**src/rtl/cr_cpu_pkg.sv**
```systemverilog
// rtl/cr_cpu_pkg.sv - shared CR-CPU widths and fetch-stage state encodings
//
// Purpose: common constants imported by the CR-CPU pipeline stages.
//   CR_ADDR_WIDTH / CR_DATA_WIDTH : default PC and instruction widths
//   FETCH_CNT_W                   : read-latency counter width (latency 1..4)
//   FS_IDLE/FS_ISSUE/FS_WAIT/FS_HOLD : fetch FSM state codes
package cr_cpu_pkg;

   localparam int CR_ADDR_WIDTH = 16;
   localparam int CR_DATA_WIDTH = 16;
   localparam int FETCH_CNT_W   = $clog2(4);

   typedef logic [1:0] fetch_state_t;

   localparam logic [1:0] FS_IDLE  = 2'd0;
   localparam logic [1:0] FS_ISSUE = 2'd1;
   localparam logic [1:0] FS_WAIT  = 2'd2;
   localparam logic [1:0] FS_HOLD  = 2'd3;

endpackage

```
**src/rtl/instruction_fetch.sv**
```systemverilog
// rtl/instruction_fetch.sv - CR-CPU fetch stage between PC/RAM and decode
//
// Purpose: reads the instruction at pc_in from a pipelined RAM, waits out the
// read latency, and holds the word for decode with a valid/ready handshake.
// Ports:
//   clk, reset           : clock, asynchronous active-high reset
//   pc_in                : current PC
//   fetch_en             : permit new fetches
//   flush                : discard in-flight/held instruction
//   ram_addr, ram_rd     : RAM read address (registered) and one-cycle strobe
//   ram_rd_data          : RAM data, valid READ_LATENCY cycles after ram_rd
//   ir_out, ir_pc        : fetched instruction and its address
//   ir_valid, ir_ready   : handshake with decode
//   pc_inc               : advance-PC pulse on acceptance
module instruction_fetch
   import cr_cpu_pkg::*;
#(
   parameter int ADDR_WIDTH   = CR_ADDR_WIDTH,
   parameter int DATA_WIDTH   = CR_DATA_WIDTH,
   parameter int READ_LATENCY = 1
) (
   input  logic                  clk,
   input  logic                  reset,
   input  logic [ADDR_WIDTH-1:0] pc_in,
   input  logic                  fetch_en,
   input  logic                  flush,
   output logic [ADDR_WIDTH-1:0] ram_addr,
   output logic                  ram_rd,
   input  logic [DATA_WIDTH-1:0] ram_rd_data,
   output logic [DATA_WIDTH-1:0] ir_out,
   output logic [ADDR_WIDTH-1:0] ir_pc,
   output logic                  ir_valid,
   input  logic                  ir_ready,
   output logic                  pc_inc
);

   localparam logic [FETCH_CNT_W-1:0] CNT_LOAD = FETCH_CNT_W'(READ_LATENCY - 1);

   fetch_state_t            r_state;
   fetch_state_t            w_next;
   logic [FETCH_CNT_W-1:0]  r_cnt;
   logic [ADDR_WIDTH-1:0]   r_ram_addr;
   logic [ADDR_WIDTH-1:0]   r_ir_pc;
   logic [DATA_WIDTH-1:0]   r_ir_out;
   logic                    w_capture;
   logic                    w_accept;

   // Capture only on the last wait cycle of the current request; a flush in
   // that cycle drops the word so an aborted read never reaches ir_out.
   assign w_capture = !flush && (r_state == FS_WAIT) && (r_cnt == '0);
   assign w_accept  = !flush && (r_state == FS_HOLD) && ir_ready;

   always_comb begin
      w_next = r_state;
      if (flush) begin
         w_next = fetch_en ? FS_ISSUE : FS_IDLE;
      end else begin
         case (r_state)
            FS_IDLE:  if (fetch_en) w_next = FS_ISSUE;
            FS_ISSUE: w_next = FS_WAIT;
            FS_WAIT:  if (r_cnt == '0) w_next = FS_HOLD;
            FS_HOLD:  if (ir_ready) w_next = fetch_en ? FS_ISSUE : FS_IDLE;
            default:  w_next = FS_IDLE;
         endcase
      end
   end

   always_ff @(posedge clk or posedge reset) begin
      if (reset) begin
         r_state    <= FS_IDLE;
         r_cnt      <= '0;
         r_ram_addr <= '0;
         r_ir_pc    <= '0;
         r_ir_out   <= '0;
      end else begin
         r_state <= w_next;
         // Every entry into ISSUE (including re-entry after a flush) samples
         // pc_in, which after an accept already reflects the pc_inc pulse.
         if (w_next == FS_ISSUE) begin
            r_ram_addr <= pc_in;
         end
         if ((r_state == FS_ISSUE) && (w_next == FS_WAIT)) begin
            r_cnt <= CNT_LOAD;
         end else if ((r_state == FS_WAIT) && (r_cnt != '0)) begin
            r_cnt <= r_cnt - 1'b1;
         end
         if (w_capture) begin
            r_ir_out <= ram_rd_data;
            r_ir_pc  <= r_ram_addr;
         end
      end
   end

   // Strobe and valid are state decodes, so reset clears them immediately.
   assign ram_rd   = (r_state == FS_ISSUE);
   assign ir_valid = (r_state == FS_HOLD);
   assign pc_inc   = w_accept;
   assign ram_addr = r_ram_addr;
   assign ir_out   = r_ir_out;
   assign ir_pc    = r_ir_pc;

endmodule

```
**config.mk**
```make
export PLATFORM = sky130hd
export DESIGN_NAME = instruction_fetch
export DESIGN_NICKNAME = d
export VERILOG_FILES = /design/src/rtl/cr_cpu_pkg.sv /design/src/rtl/instruction_fetch.sv
export SDC_FILE = /design/constraint.sdc
export NUM_CORES = 1
export LEC_CHECK = 0
export CAP_MARGIN = 20
export CORE_ASPECT_RATIO = 0.5
export CORE_UTILIZATION = 38
export DETAILED_ROUTE_END_ITERATION = 8
export GPL_ROUTABILITY_DRIVEN = 0
export GPL_TIMING_DRIVEN = 0
export PLACE_DENSITY = 0.77
export SLEW_MARGIN = 20
export SYNTH_ARGS = -nofsm -noshare
export SYNTH_HDL_FRONTEND = slang
export SYNTH_SLANG_ARGS = --single-unit
```
**constraint.sdc**
```tcl
create_clock -name clk -period 1.7 [get_ports clk]
set_input_delay 0.17 -clock clk [delete_from_list [all_inputs] [get_ports clk]]
set_output_delay 0.17 -clock clk [all_outputs]
set_load 0.03 [all_outputs]
```
==> results.cfg <==
[critical_path]
max_stage_delay_ns = 0.40
worst_ep_required_time_ns = 1.53
r2r_start = r_cnt[0]
crit_type = flop to primary output
crit_start = r_state[1]
cp-end-kind = primary output
crit_chain = buf_6, and2_1, and3b_1, clkdlybuf4s15_1
crit_family = buffers and inverters
cp_slowest_cell = dfrtp_1
cp.buffers_inverters = 2
worst_ep_arrival_time_ns = 1.46
worst_setup_path_start_kind = flop
critPathMaxFanout = 10

[floorplan]
die_area_mm2 = 0.00585
ioPinCount = 88
core_area_mm2 = 0.00511
die_w_um = 107
fp-row-count = 18
die_h_um = 54.6
initial_utilization = 0.411

[clocking]
hold_buffers = 0
cts_sinks = 52
cts_tree = yes
root_buffer = clkbuf_8
cts_buffers = 5
clockBufferDepth = 2
clk_latency_ns = 0.31
ctsHtreeMaxLevel = 2
cts.reportedPaths.clkPinSlew_ns = 0.10

[yosys]
ys_warn_count = 0
synth_top_cell_by_area = dfrtp_1
synth_edf_count = 0
synthDistinctLibCells = 20
ys_seq_area_frac = 0.619
synth_top_area_share = 0.619
ys_top_cells_by_area = dfrtp_1 62%, mux2_2 25%, buf_6 3.2%
netlist_area_mm2 = 0.00210
synthCells = 134
synth.avg_cell_area_um2 = 15.7
synth-seq-cells = 52
synthesis.nets = 172
async_reset_ff_frac = 1.00
synth_flop_cell = dfrtp_1

[grt]
grt_max_degree = 32
track_usage = 0.159
grt_pass1_wl_mm = 6.83
antenna_found_initial = 0
overflow = 0
first_global_vias = 1377

[timing]
fin_setup_tns_ns = 0
report.final.slew_viol_count = 0
worst_slew_pin_slew_ns = 0.491
clock_skew_ns = 0.00728
finalHoldViolCount = 0
fmax_ghz = 0.612
period_needed_ns = 1.63
setup-violations-final = 0
max_slew_margin = 0.672
fin_crit_sh = 0.962

[drt]
drc = 0
ant_nets = 0
wl_per_cell_um = 14.9
firstDrtPassIters = 4
vias = 1375
viasPerCell = 4.54
wirelength_mm = 4.52
drtIter0Drc = 20

[finish]
diodes = 0
finalNetCount = 270
area_growth_pct = 54.7
final_util = 0.636
drive_gt1_frac = 0.309

[power_and_ir_drop]
leakagePower_nw = 1.35
max-vdd-ir-drop_mv = 0.770
power.density_mw_per_mm2 = 1610
total_power_mw = 5.23

[run]
maxCapViolCount = 0

[min_path]
hold_class = input pin to asynchronous set/reset pin

[placement]
dpl.hpwl_mm = 3.29
port_buffers = 87

[status]
status = finished, final reports clean
final timing paths:
check,end,depth (start not counted),slack [ns]
setup / recovery,pc_inc,4,0.07
hold / removal,ir_out[0],2,0.19
setup reg to reg,ir_pc[1],5,0.08
hold reg to reg,ir_pc[4],1,0.51
max in group asynchronous,ram_addr[4],3,0.97
min in group clk,ram_addr[10],2,0.47
routing by layer:
metal / vias to the layer above / share of wire / track usage
met2: 21 / 0.54 / 0.290
met5: - / 0 / 0
li1: 661 / - / -
met4: 0 / 0.013 / 0.0616
met1: 686 / 0.42 / 0.189
met3: 7 / 0.033 / 0.0405
stage by stage:
step | instances | hold WS [ns] | instance area (um2) | setup WS (ns)
after floorplan | 134 | 0.243 | 2100 | 0.0640
after global placement | 291 | 0.483 | 3060 | -0.642
after detailed placement | 292 | 0.494 | 3080 | -0.274
after CTS | 301 | 0.203 | 3230 | 0.00196
after global routing | 303 | 0.229 | 3250 | -0.00446
final | 303 | 0.191 | 3250 | 0.0653
cell usage after synthesis, types with 2 or more instances:
cell / number
a21oi_1: 4
and4bb_2: 2
buf_6: 6
dfrtp_1: 52
inv_1: 3
mux2_2: 47
nor2_1: 5
nor3_1: 3
cells in the final DEF (no fill, tap or decap), types with 2 or more instances in the layout:
master	instances
inv_1	2
dfrtp_1	52
nor3_1	3
dlygate4sd2_1	2
nor2_1	5
bufinv_16	2
buf_6	5
mux2_2	47
clkbuf_8	5
clkdlybuf4s50_1	84
a21oi_1	4
buf_4	4
what timing repair did:
action / 4_1_cts / 5_1_grt
endpoints found under the hold margin: 0 / 0
gates resized for setup: 4 / 3
pin swaps: 1 / 1
buffers inserted: 2 / 2
endpoints found under the setup margin: 43 / 31
cell type report:
| class | count | area [um2] |
|---|---|---|
| timing repair buffer | 92 | 918 |
| multi-input combinational | 72 | 722 |
| tap | 70 | 87.6 |
| buffer | 6 | 71.3 |
| fill | 372 | 1860 |
| clock buffer | 5 | 68.8 |
| inverter | 3 | 11.3 |
| sequential | 52 | 1300 |
| clock inverter | 3 | 68.8 |
worst register-to-register path, stage by stage (launching register included):
cell	delay [ns]
dfrtp_1	0.41
inv_1	0.07
ha_2	0.20
and4bb_4	0.31
buf_6	0.17
mux2_2	0.35
cell families (layout without fill, tap and decap cells):
kind of cell | Yosys count | in the layout | share of synthesized area
adder cells (fa/ha/maj) | 1 | 1 | 0.00595
buffers and inverters | 10 | 109 | 0.0399
flip-flops | 52 | 52 | 0.619
multiplexers | 49 | 49 | 0.262
AND/OR/NAND/NOR | 17 | 17 | 0.0530
AO/OA/AOI/OAI | 5 | 5 | 0.0197
registers in the layout, indices dropped and copies added, names as in the netlist:
register	cells
ir_out	16
r_state	2
r_cnt	2
ir_pc	16
ram_addr	16
report_power, final:
part           switching (mW)  internal, mW  leakage [nW]  total, mW
logic                    1.24          1.11         0.659       2.36
clock network           0.422         0.592        0.0687       1.01
registers               0.216          1.65         0.621       1.86
total                    1.88          3.35          1.35       5.23
No activity file was read; power rests on OpenSTA's default activity.
